<file path="src/rtl/tq_qp_divmod.sv">
// Sequential QP divider: restoring division by a constant divisor, one
// quotient bit per cycle, MSB first, with optional clamp to QP_MAX and a
// pass-through channel tag. Sits between QP control and the scaling-table
// lookups.
module tq_qp_divmod #(
  parameter int unsigned QP_W   = 6,
  parameter int unsigned DIV    = 6,
  parameter int unsigned QP_MAX = 51,
  parameter int unsigned TAG_W  = 2,
  localparam int unsigned R_W   = $clog2(DIV)
) (
  input  logic             clk,
  input  logic             rst,
  input  logic             in_valid_i,
  output logic             in_ready_o,
  input  logic [QP_W-1:0]  qp_i,
  input  logic [TAG_W-1:0] tag_i,
  input  logic             sat_en_i,
  output logic             out_valid_o,
  input  logic             out_ready_i,
  output logic [QP_W-1:0]  qp_per_o,
  output logic [R_W-1:0]   qp_rem_o,
  output logic [TAG_W-1:0] tag_o,
  output logic             sat_o
);

  localparam int unsigned CNT_W = (QP_W > 1) ? $clog2(QP_W) : 1;
  localparam logic [R_W:0]      DIV_T    = (R_W+1)'(DIV);
  localparam logic [QP_W-1:0]   QP_MAX_T = QP_W'(QP_MAX);
  localparam logic [CNT_W-1:0]  CNT_LAST = CNT_W'(QP_W - 1);

  typedef enum logic [1:0] {
    IDLE,
    BUSY,
    DONE
  } state_e;

  state_e             state_q, state_d;
  logic [QP_W-1:0]    dvd_q, dvd_d;
  logic [QP_W-1:0]    quot_q, quot_d;
  logic [R_W-1:0]     rem_q, rem_d;
  logic [CNT_W-1:0]   cnt_q, cnt_d;
  logic [TAG_W-1:0]   tag_q, tag_d;
  logic               sat_q, sat_d;
  logic [R_W:0]       trial;
  logic               q_bit;

  // Next-state logic: accept and clamp in IDLE, one restoring step per BUSY
  // cycle (dividend shifts out MSB first), hold the result in DONE.
  always_comb begin
    state_d = state_q;
    dvd_d   = dvd_q;
    quot_d  = quot_q;
    rem_d   = rem_q;
    cnt_d   = cnt_q;
    tag_d   = tag_q;
    sat_d   = sat_q;
    trial   = {rem_q, dvd_q[QP_W-1]};
    q_bit   = (trial >= DIV_T);
    case (state_q)
      IDLE: begin
        if (in_valid_i) begin
          if (sat_en_i && (32'(qp_i) > QP_MAX)) begin
            dvd_d = QP_MAX_T;
            sat_d = 1'b1;
          end else begin
            dvd_d = qp_i;
            sat_d = 1'b0;
          end
          tag_d   = tag_i;
          rem_d   = '0;
          quot_d  = '0;
          cnt_d   = CNT_LAST;
          state_d = BUSY;
        end
      end
      BUSY: begin
        if (q_bit) begin
          rem_d = R_W'(trial - DIV_T);
        end else begin
          rem_d = R_W'(trial);
        end
        quot_d = (quot_q << 1) | QP_W'(q_bit);
        dvd_d  = dvd_q << 1;
        cnt_d  = cnt_q - CNT_W'(1);
        if (cnt_q == '0) begin
          state_d = DONE;
        end
      end
      DONE: begin
        if (out_ready_i) begin
          state_d = IDLE;
        end
      end
      default: state_d = IDLE;
    endcase
  end

  // State registers; reset discards any in-flight request and clears outputs.
  always_ff @(posedge clk) begin
    if (rst) begin
      state_q <= IDLE;
      dvd_q   <= '0;
      quot_q  <= '0;
      rem_q   <= '0;
      cnt_q   <= '0;
      tag_q   <= '0;
      sat_q   <= 1'b0;
    end else begin
      state_q <= state_d;
      dvd_q   <= dvd_d;
      quot_q  <= quot_d;
      rem_q   <= rem_d;
      cnt_q   <= cnt_d;
      tag_q   <= tag_d;
      sat_q   <= sat_d;
    end
  end

  assign in_ready_o  = (state_q == IDLE);
  assign out_valid_o = (state_q == DONE);
  assign qp_per_o    = quot_q;
  assign qp_rem_o    = rem_q;
  assign tag_o       = tag_q;
  assign sat_o       = sat_q;

endmodule

</file>
<file path="config.mk">
export PLATFORM = sky130hd
export DESIGN_NAME = tq_qp_divmod
export DESIGN_NICKNAME = d
export VERILOG_FILES = /design/src/rtl/tq_qp_divmod.sv
export SDC_FILE = /design/constraint.sdc
export NUM_CORES = 1
export LEC_CHECK = 0
export CAP_MARGIN = 20
export CORE_UTILIZATION = 50
export CTS_CLUSTER_SIZE = 14
export DETAILED_ROUTE_END_ITERATION = 10
export DONT_BUFFER_PORTS = 1
export PLACE_DENSITY = 0.75
export SYNTH_ARGS = -nofsm -noshare
export SYNTH_HDL_FRONTEND = slang
export SYNTH_SLANG_ARGS = --single-unit
</file>
<file path="constraint.sdc">
create_clock -name clk -period 4 [get_ports clk]
set_clock_uncertainty 0.2 [all_clocks]
set_input_delay 0.6 -clock clk [delete_from_list [all_inputs] [get_ports clk]]
set_output_delay 0.6 -clock clk [all_outputs]
set_load 0.05 [all_outputs]
</file>
# Word level (Yosys, flattened, before mapping)
# Index checks and enable logic that the tools add are counted.
[word_totals]
register_bits = 23
latchBits = 0
ram_bits = 0
mem_bits_ro = 0
inputBits = 13
elab_cells = 39
mem_count = 0
[op_classes]
add_sub_neg = 2
n_mul = 0
div_mod_pow = 0
magnitude_cmp = 2
n_eq_ne = 5
shifts = 0
n_mux = 15
bitwise_logic = 1
reduce_logical = 7
[ops]
columns = ["op", "n"]
rows = [
  ["one-hot mux 6 bit (2 select lines)", 2],
  ["two-way mux 6 bit", 3],
  ["one-hot mux 3 bit (2 select lines)", 2],
  ["two-way mux 3 bit", 3],
  ["> comparator 6 bit, second input constant", 1],
  ["two-way mux 2 bit", 3],
  ["OR 6 x 1 -> 6 bit", 1],
  ["one-hot mux 2 bit (3 select lines)", 1],
  [">= comparator 4 x 3 -> 1 bit, second input constant", 1],
  ["!= test 2 bit, second input constant", 2],
  ["AND reduction 2 bit", 2],
  ["zero test 3 bit", 1],
  ["AND reduction 3 bit", 1],
  ["subtractor 3 x 1 -> 3 bit, second input constant", 1],
  ["subtractor 3 bit, second input constant", 1],
  ["equality test 2 x 1 -> 1 bit, second input constant", 1],
  ["equality test 2 bit, second input constant", 1],
  ["zero test 2 bit", 1],
  ["!= test 2 x 1 -> 1 bit, second input constant", 1],
  ["nonzero test 2 bit", 1],
  ["logical AND 1 bit", 1],
  ["two-way mux 1 bit", 1],
]

# Depth between registers and ports, before layout
[depth]
word_depth = 5
ltp_mapped = 5

# Worst setup path after synthesis
# OpenSTA, ideal clock, no wires.
[synth_timing]
kind = "register -> output"
from = "register state_q[1]"
to = "output out_valid_o"
arrival_ps = 1155
setup_slack_ps = 2045
path_stages_with_launch = 2
path_cell_list = "dfxtp_1 -> nor2b_1"
[synth_between]
elab_chain_cells = 1
[synth_rtl]
columns = ["element", "line", "source"]
rows = [
  ["start: declaration", "38", "state_e state_q, state_d;"],
  ["start signal: assignment", "110", "state_q <= state_d;"],
  ["equality test 2 bit", "121", "assign out_valid_o = (state_q == DONE);"],
  ["end: declaration", "19", "output logic out_valid_o,"],
]
# No other way between the ends.

# Final worst setup path
# Ends and elaborated chain as after synthesis.

==> out/qor.txt <==
Final instance area: 1010 sq um
DP Wirelength: 1250 um
Area Overhead vs Synth: 2.02%
Post-synthesis area per instance: 8.55 sq um
Crit Path Max Fanout: 9
Die ar.: 2170 sq um
PwrDens: 431 nW/um^2
Vias in the first global route: 688
Final hold vios: 0
Net Sw Frac: 30.1%
# clock sinks: 23
Die W: 46.5 um
Max_slew headroom: 33.5%
Net count after synthesis: 131
Max Clk Rate: 419 MHz
Crit path DAT: 1.59 ns
Root cell of the clock tree: clkbuf_4
Mapped cell area: 992 sq um
WL final: 1810 um
Hold path startpoint: rst
Setup crit end kind: output port
Core footprint: 1800 sq um
Number of synthesized register bits: 23
Site Rows: 15
Via count: 799
Netlist cell types: 30
Area after DPL: 985 sq um
Crit Path Class: flop to output port
Slowest cell on crit path: nor2b_1
# IOs: 27
Post-synthesis sequential area ratio: 46.4%
Final period util: 59.7%
HP Class: primary input to flop
RR Endpoint: state_q[1]
Drc violations: 0
Clock transition at the registers of the reported paths: 0.13 ns
DR vias/cell: 5.79
Max-slew violations: 0
Setup Buffers After CTS: 0
Initial Utilization: 55.1%
Area of the multi-input gates: 478 sq um
Warnings, synthesis: 0
Critical Path RT: 3.20 ns
Number of H-tree levels: 1
Largest net degree at the start of global routing: 25
R2R depth: 3
Unrepaired setup endpoints after global routing: no
Max cap viols: 0
Clk_lat worst skew: 0.31 ns
Wire per inst: 13.1 um
CP Cell Sequence: nor2b_1
Final setup viols: 0
RR Startpoint: state_q[1]
Clock buffer depth: 2
Kind of cell adding the most delay to the critical path: simple AND/OR/NAND/NOR gates
# diodes: 0
Nets: 129
Setup TNS: 0 ns
Seq pwr share: 60.1%
Post-synth top flop: dfxtp_1
Worst-Margin Slew: 0.996 ns
Hold depth: 1
Register area: 460 sq um
CTS tree: built
First-pass GRT wire length: 2820 um
Tightest hold margin: 0.133 ns
Status: finished, final reports clean
CTS Buf Count: 3
Psw: 0.000131 W
Grt total ovfl: 0
WHS Endpoint: cnt_q[1]
Total track usage: 18.2%
Detailed Routing Iterations Pass 1: 4
Largest stage delay, worst path: 0.82 ns
Fin crit period: 2.39 ns
Utilization after layout: 56.2%
Post-synth EDFFs: 0
Share of cells above drive strength 1: 6.19%
R2R Setup Slk: 2.15 ns
Worst vdd ir: 0.000238 V
CTS resizes: 0
DRT antenna net count: 0
Initial DRC count: 11
Crit path launch type: flop
Fillers: 187
Port Buffer Count: 0
Leakage: 0.358 nW
Post-CTS Hold Fix Bufs: 0
Height of the die: 46.5 um
Post-Synthesis Cells: 116
Initial antenna violation count: 0
Clk pwr share: 24.3%
Int Power: 0.000305 W
Worst path bufs/invs: 0
Logic pwr share: 15.6%
Ys async rst share: 0%
Placer Congestion: 0.713
-- through the flow --
step	cells	setup WS, ns	total power (W)
final	138	1.61	0.000436
after global routing	138	1.54	0.000459
after CTS	138	1.61	0.000439
after detailed placement	134	1.98	0.000335
after global placement	134	1.98	0.000333
after floorplan	116	2.04	0.000330
-- cells in the final DEF, fill, tap and decap left out, drive strengths merged, types with 2 or more instances in the layout --
cell type,count
a211oi,4
a21oi,16
a22oi,3
clkbuf,3
dfxtp,23
ha,2
inv,4
nand2,16
nand2b,2
nand3,8
nor2,8
nor2b,2
nor3,3
nor3b,2
nor4,2
o21ai,2
o2bb2ai,2
-- registers in the layout, indices dropped and copies added, names as in the netlist --
name      count
qp_rem_o      3
cnt_q         3
state_q       2
tag_o         2
qp_per_o      6
dvd_q         6
sat_o         1
-- power by group through the flow --
| stage | Clock (W) | Sequential [W] | Combinational [W] |
|---|---|---|---|
| finish | 0.000106 | 0.000262 | 0.0000679 |
| global placement | 0 | 0.000267 | 0.0000669 |
| detailed placement | 0 | 0.000267 | 0.0000682 |
| CTS | 0.000108 | 0.000262 | 0.0000686 |
| global route | 0.000118 | 0.000265 | 0.0000764 |
| floorplan | 0 | 0.000265 | 0.0000649 |
-- routing by layer --
| metal | global-route usage, % | up-vias | part of all wire [%] |
|---|---|---|---|
| met1 | 23.8 | 372 | 45 |
| met5 | 0 | - | 0 |
| met3 | 2.75 | 2 | 4.7 |
| met4 | 8.82 | 0 | 0.72 |
| li1 | - | 406 | - |
| met2 | 28.9 | 19 | 50 |
-- how the worst max path moves through the flow --
stage,startpoint,endpoint,slack [ns],cells after the start
after detailed placement,state_q[1],out_valid_o,1.98,1
after CTS,state_q[1],out_valid_o,1.61,1
after floorplan,state_q[1],out_valid_o,2.04,1
after global routing,state_q[1],out_valid_o,1.54,1
final,state_q[1],out_valid_o,1.61,1
after global placement,state_q[1],out_valid_o,1.98,1
-- synth_stat cells (2+ instances only) --
library cell  instances  area (sq um)
a211oi_1              4          30.0
a21oi_1              16          80.1
a22oi_1               3          22.5
buf_2                 3          15.0
clkbuf_1              2          7.51
dfxtp_1              23           460
ha_1                  2          25.0
inv_1                 4          15.0
nand2_1              16          60.1
nand2b_1              2          12.5
nand3_1               8          40.0
nor2_1                8          30.0
nor2b_1               2          12.5
nor3_1                3          15.0
nor3b_1               2          15.0
nor4_1                2          12.5
o21ai_0               2          10.0
o2bb2ai_1             2          17.5
-- cell type report --
class,count,area share (%)
multi-input combinational,82,47.2
sequential,23,45.5
inverter,4,1.48
tap,25,3.09
clock buffer,3,2.22
clock inverter,1,0.494
-- kinds of logic (layout without fill, tap and decap cells) --
group,after synthesis,count (layout),synth area share (%)
simple gates,47,47,23.6
flops,23,23,46.4
compound gates,33,33,22.1
buf+inv,11,8,5.42
fa+ha+maj,2,2,2.52
No activity file was read; power rests on OpenSTA's default activity.
